$ cat config.mk
export PLATFORM = sky130hd
export DESIGN_NAME = mmio_event_fifo_flat
export DESIGN_NICKNAME = d
export VERILOG_FILES = /design/src/rtl/mmio_event_fifo_if.sv /design/src/rtl/mmio_event_fifo.sv /design/src/flat_wrapper.sv
export SDC_FILE = /design/constraint.sdc
export NUM_CORES = 1
export LEC_CHECK = 0
export ABC_AREA = 1
export BUFFER_PORTS_ARGS = -buffer_cell sky130_fd_sc_hd__buf_2
export CAP_MARGIN = 20
export CORE_MARGIN = 1
export CORE_UTILIZATION = 52
export DETAILED_ROUTE_END_ITERATION = 8
export GPL_TIMING_DRIVEN = 1
export PLACE_DENSITY = 0.72
export SYNTH_ARGS = -nofsm -noshare
export SYNTH_HDL_FRONTEND = slang
export SYNTH_SLANG_ARGS = --single-unit
$ cat constraint.sdc
create_clock -name clk -period 4.05 [get_ports clk]
set_input_delay 0.81 -clock clk [delete_from_list [all_inputs] [get_ports clk]]
set_output_delay 0.81 -clock clk [all_outputs]
set_load 0.02 [all_outputs]
$ cat src/rtl/mmio_event_fifo_if.sv
// Bus and producer signals for mmio_event_fifo: the MIPS data-bus slice
// (address/store data/strobes/load data) and the valid/ready push port.
interface mmio_event_fifo_if;
    logic [31:0] address;
    logic [31:0] data;
    logic        MemRead;
    logic        MemWrite;
    logic [31:0] rd_data;
    logic        FifoAddress;
    logic        in_valid;
    logic [31:0] in_data;
    logic        in_ready;

    modport master (
        output address, data, MemRead, MemWrite, in_valid, in_data,
        input  rd_data, FifoAddress, in_ready
    );

    modport slave (
        input  address, data, MemRead, MemWrite, in_valid, in_data,
        output rd_data, FifoAddress, in_ready
    );
endinterface

$ cat src/rtl/mmio_event_fifo.sv
// Memory-mapped event queue: producer pushes via valid/ready, CPU pops DATA,
// reads STATUS, configures CTRL; level interrupt when count reaches threshold.
module mmio_event_fifo #(
    parameter int unsigned DEPTH = 8,
    parameter logic [31:0] BASE  = 32'hFFFF0070
) (
    input  logic             clk,
    input  logic             reset,
    output logic             FifoInterrupt,
    mmio_event_fifo_if.slave bus
);
    localparam int unsigned   AW         = (DEPTH > 1) ? $clog2(DEPTH) : 1;
    localparam int unsigned   CW         = AW + 1;
    localparam logic [31:0]   ADDR_DATA  = BASE;
    localparam logic [31:0]   ADDR_STAT  = BASE + 32'd4;
    localparam logic [31:0]   ADDR_CTRL  = BASE + 32'd8;
    localparam logic [CW-1:0] FULL_COUNT = CW'(DEPTH);

    logic [31:0]   mem_q [DEPTH];
    logic [AW-1:0] head_q, head_d, tail_q, tail_d;
    logic [CW-1:0] count_q, count_d;
    logic [7:0]    ovf_q, ovf_d;
    logic [7:0]    thr_q, thr_d;
    logic          irq_en_q, irq_en_d;
    logic          hit_data, hit_stat, hit_ctrl;
    logic          empty, full, push, pop;
    logic          unused_data_bits;

    assign hit_data = (bus.address == ADDR_DATA);
    assign hit_stat = (bus.address == ADDR_STAT);
    assign hit_ctrl = (bus.address == ADDR_CTRL);
    assign bus.FifoAddress = hit_data | hit_stat | hit_ctrl;

    assign empty        = (count_q == '0);
    assign full         = (count_q == FULL_COUNT);
    assign bus.in_ready = !full;
    assign push         = bus.in_valid && !full;
    assign pop          = bus.MemRead && hit_data && !empty;

    assign unused_data_bits = ^{bus.data[31:16], bus.data[7:1]};

    always_comb begin
        head_d   = head_q;
        tail_d   = tail_q;
        count_d  = count_q;
        ovf_d    = ovf_q;
        thr_d    = thr_q;
        irq_en_d = irq_en_q;

        if (push) tail_d = tail_q + AW'(1);
        if (pop)  head_d = head_q + AW'(1);
        case ({push, pop})
            2'b10:   count_d = count_q + CW'(1);
            2'b01:   count_d = count_q - CW'(1);
            default: count_d = count_q;
        endcase

        // A STATUS store clears the counter even if an overflow lands this cycle.
        if (bus.MemWrite && hit_stat)
            ovf_d = '0;
        else if (bus.in_valid && full && (ovf_q != '1))
            ovf_d = ovf_q + 8'd1;

        if (bus.MemWrite && hit_ctrl) begin
            irq_en_d = bus.data[0];
            thr_d    = bus.data[15:8];
        end
    end

    always_ff @(posedge clk or negedge reset) begin
        if (!reset) begin
            head_q   <= '0;
            tail_q   <= '0;
            count_q  <= '0;
            ovf_q    <= '0;
            thr_q    <= 8'd1;
            irq_en_q <= 1'b0;
        end else begin
            head_q   <= head_d;
            tail_q   <= tail_d;
            count_q  <= count_d;
            ovf_q    <= ovf_d;
            thr_q    <= thr_d;
            irq_en_q <= irq_en_d;
        end
    end

    always_ff @(posedge clk) begin
        if (push) mem_q[tail_q] <= bus.in_data;
    end

    always_comb begin
        bus.rd_data = '0;
        if (hit_data && !empty)
            bus.rd_data = mem_q[head_q];
        else if (hit_stat)
            bus.rd_data = {ovf_q, 6'b0, full, empty, 16'(count_q)};
        else if (hit_ctrl)
            bus.rd_data = {16'b0, thr_q, 7'b0, irq_en_q};
    end

    assign FifoInterrupt = irq_en_q && (thr_q != '0) && (16'(count_q) >= 16'(thr_q));
endmodule

$ cat src/flat_wrapper.sv
// flat-port wrapper written by rule: the top's interface ports become plain ports
module mmio_event_fifo_flat 
#(
    parameter int unsigned DEPTH = 8,
    parameter logic [31:0] BASE  = 32'hFFFF0070
)
  (clk, reset, FifoInterrupt, bus_address, bus_data, bus_MemRead, bus_MemWrite, bus_in_valid, bus_in_data, bus_rd_data, bus_FifoAddress, bus_in_ready);
  mmio_event_fifo_if bus_i ();
  input  logic clk;
  input  logic reset;
  output logic FifoInterrupt;
  input wire logic [$bits(bus_i.address)-1:0] bus_address;
  input wire logic [$bits(bus_i.data)-1:0] bus_data;
  input wire logic [$bits(bus_i.MemRead)-1:0] bus_MemRead;
  input wire logic [$bits(bus_i.MemWrite)-1:0] bus_MemWrite;
  input wire logic [$bits(bus_i.in_valid)-1:0] bus_in_valid;
  input wire logic [$bits(bus_i.in_data)-1:0] bus_in_data;
  output wire logic [$bits(bus_i.rd_data)-1:0] bus_rd_data;
  output wire logic [$bits(bus_i.FifoAddress)-1:0] bus_FifoAddress;
  output wire logic [$bits(bus_i.in_ready)-1:0] bus_in_ready;
  assign bus_i.address = bus_address;
  assign bus_i.data = bus_data;
  assign bus_i.MemRead = bus_MemRead;
  assign bus_i.MemWrite = bus_MemWrite;
  assign bus_i.in_valid = bus_in_valid;
  assign bus_i.in_data = bus_in_data;
  assign bus_rd_data = bus_i.rd_data;
  assign bus_FifoAddress = bus_i.FifoAddress;
  assign bus_in_ready = bus_i.in_ready;
  mmio_event_fifo #(.DEPTH(DEPTH), .BASE(BASE)) u_core (.clk(clk), .reset(reset), .FifoInterrupt(FifoInterrupt), .bus(bus_i));
endmodule
==> results.toml <==
[routing]
drt_first_iter_violations = 570
vias_per_cell = 5.40
vias = 8427
wl_per_cell_um = 17.4
drt_drc_violations_left = 0
routed_wl_um = 27200
ant_nets = 0
firstDrtPassIters = 4

[timing]
fin_hold_ws_ps = 295
maxSlewHeadroom_pct = 40.5
fmax_mhz = 291
hold_viol = 0
final.setup.tns_ps = 0
rsz0062_at_grt = "no"
finalCriticalPeriod_ps = 3440
worstMarginPinSlew_ps = 893
fin_crit_sh_pct = 85.0
slew_violations = 0
setup_viol = 0
fin_skew_ps = 10.8

[yosys]
post_synth_inst_count = 1115
synth_area_leaders = "edfxtp_1, nand2_1, dfrtp_1, nor2_1, o21ai_0"
ys_ff_latch = 283
seq_area_frac_synth_pct = 68.0
synth_ff_type = "edfxtp_1"
synth_cell_types = 36
async_flop_share_pct = 9.54
synth_edf_count = 256
avgSynthCellArea_um2 = 11.0
synth.most_common_cell = "nand2_1"
synth_top_area_cell = "edfxtp_1"
yosysWarnings = 0
netlist_area_um2 = 12300
post-synth-top-area-fraction_pct = 62.5
synth_fp_nets = 1227
synth_common_cells = "nand2_1, edfxtp_1, nor2_1, o21ai_0, a21oi_1"

[cts]
h-tree-depth = 1
root_buffer = "clkbuf_16"
clkLatencyLatePin_ps = 550
tritoncts = "yes"
post_cts.repair.setup_buffers = 0
path_clk_slew_ps = 60
clkSinkCount = 283
cts_hold_buf = 0
ctsResizeCount = 0
numCtsBuffers = 29
clock_path_buffers = 3

[placement]
gp_congestion = 0.834
place_area_um2 = 13200
portBuffers = 112
dpl.hpwl_um = 15700

[power_and_ir_drop]
vdd_drop_max_v = 0.000346
report.power.total_mw = 7.22
pwr_density_cell_nw_per_um2 = 511
p_leak_nw = 5.76

[die]
die_h_um = 156
coreArea_um2 = 22900
dieArea_um2 = 24300
die_w_um = 156
rows = 55
top_level_ports = 136
initial_core_util_pct = 53.7

[critical_path]
r2r_slack_ps = 1410
path_depth = 8
crit_path_top_delay_cell = "buf_4"
crit_path_start = "u_core.head_q[1]"
r2r_cells = 14
cpMostUsedCell = "nand2_1"
crit_required_ps = 3240
endpoint = "bus_rd_data[28]"
worst-setup-path-type = "reg2out"
critPathTopFamily = "buffers and inverters"
cp_num_buf_inv = 2
worstPathCellList = "buf_4 -> o21ai_0 -> o21ai_0 -> nand2_1 -> nand2_1 -> nand2_1 -> o21ai_1 -> buf_2"
cpPeakStageDelay_ps = 710
reg2reg_to = "u_core.count_q[3]"
worstSetupStartpointType = "register"
end_kind = "primary output"
worstPathArrival_ps = 2630
r2r_start = "u_core.count_q[1]"
critPathMaxFanout = 76

[final_layout]
area_growth_pct = 14.8
fillers = 1843
design_area_um2 = 14100
drive_gt1_share_pct = 16.7
nNetsFinal = 1337
num_antenna_cells = 0

[flow_run]
cap_violations = 0

[status]
outcome = "finished, final reports clean"

[global_routing]
antenna_found_initial = 2
grt_util_all_layers_pct = 22.8
grt_pass1_wl_um = 42500
grt_overflow_total = 0
grt_pass1_vias = 7990
grt_max_degree = 131

[hold_path]
hp-class = "in2async"
[worst register-to-register path, stage by stage, from the launching register on]
cell and delay, ps:
dfrtp_1 430, inv_1 110, nand2_1 70, nor2_2 180, nand2_2 140, nand3_4 280
nor2_2 70, ha_1 270, ha_1 350, a21oi_1 150, nand2_1 90, a21oi_1 160
o21ai_0 110, nand2_1 70, nand2_1 50
[worst min path at each step]
stage,from,endpoint,cells past startpoint
after floorplan,u_core.irq_en_q,u_core.irq_en_q,2
after global placement,u_core.irq_en_q,u_core.irq_en_q,2
after detailed placement,u_core.irq_en_q,u_core.irq_en_q,2
after CTS,reset,u_core.thr_q[2],1
after global routing,reset,u_core.ovf_q[0],1
final,reset,u_core.ovf_q[0],1
[sequential cells by signal (all words and copies together), names as in the netlist]
| register | cells |
|---|---|
| u_core.mem_q | 256 |
| u_core.ovf_q | 8 |
| u_core.thr_q | 8 |
| u_core.count_q | 4 |
| u_core.head_q | 3 |
| u_core.tail_q | 3 |
| u_core.irq_en_q | 1 |
[layout by cell type, fill, tap and decap left out, drive strengths merged]
master and count:
fa 1, xor2 3, dfrtp 26, nor2 169, ha 10, bufinv 3
nand3b 2, inv 46, mux2i 10, buf 131, o22ai 14, nand4 13
nand2 296, xnor2 2, nand3 36, a21boi 1, clkbuf 34, or2 1
a22oi 20, clkinv 17, clkinvlp 1, a21oi 43, dfstp 1, edfxtp 256
o211ai 1, nor3 1, o21ai 110
[cells by family after synthesis]
logic type,share of synthesized area [%]
buf+inv,4.00
compound gates,8.28
flops,68.0
xor+xnor,0.356
fa+ha+maj,1.18
simple gates,17.3
mux,0.814
[metal layers]
layer	track usage (%)	vias to the layer above	share of wire (%)	wire, µm
met5	0	-	0.074	20
li1	-	4082	-	-
met2	39.0	268	49	13300
met1	30.5	4016	43	11700
met3	3.44	57	6.1	1660
met4	6.40	4	1.9	509
[final cells by class]
type / instances / area (µm²) / share of cell area [%]
sequential: 283 / 8370 / 59.3
multi-input combinational: 733 / 3500 / 24.8
tap: 313 / 392 / 2.77
clock inverter: 20 / 184 / 1.30
clock buffer: 34 / 744 / 5.27
timing repair buffer: 131 / 753 / 5.33
inverter: 47 / 178 / 1.26
[stage by stage]
step / instances / utilization (%) / worst slack [ps]
finish: 1561 / 61.6 / 609
global route: 1561 / 61.6 / 371
CTS: 1561 / 61.6 / 557
detailed placement: 1507 / 57.6 / 632
global placement: 1507 / 57.6 / 694
floorplan: 1115 / - / 1040
[power breakdown]
group | total, mW | internal, mW | switching (mW)
Sequential | 3.76 | 3.63 | 0.131
Clock | 2.58 | 1.51 | 1.07
Combinational | 0.880 | 0.252 | 0.628
Total | 7.22 | 5.39 | 1.83
(Power assumes the default switching activity.)
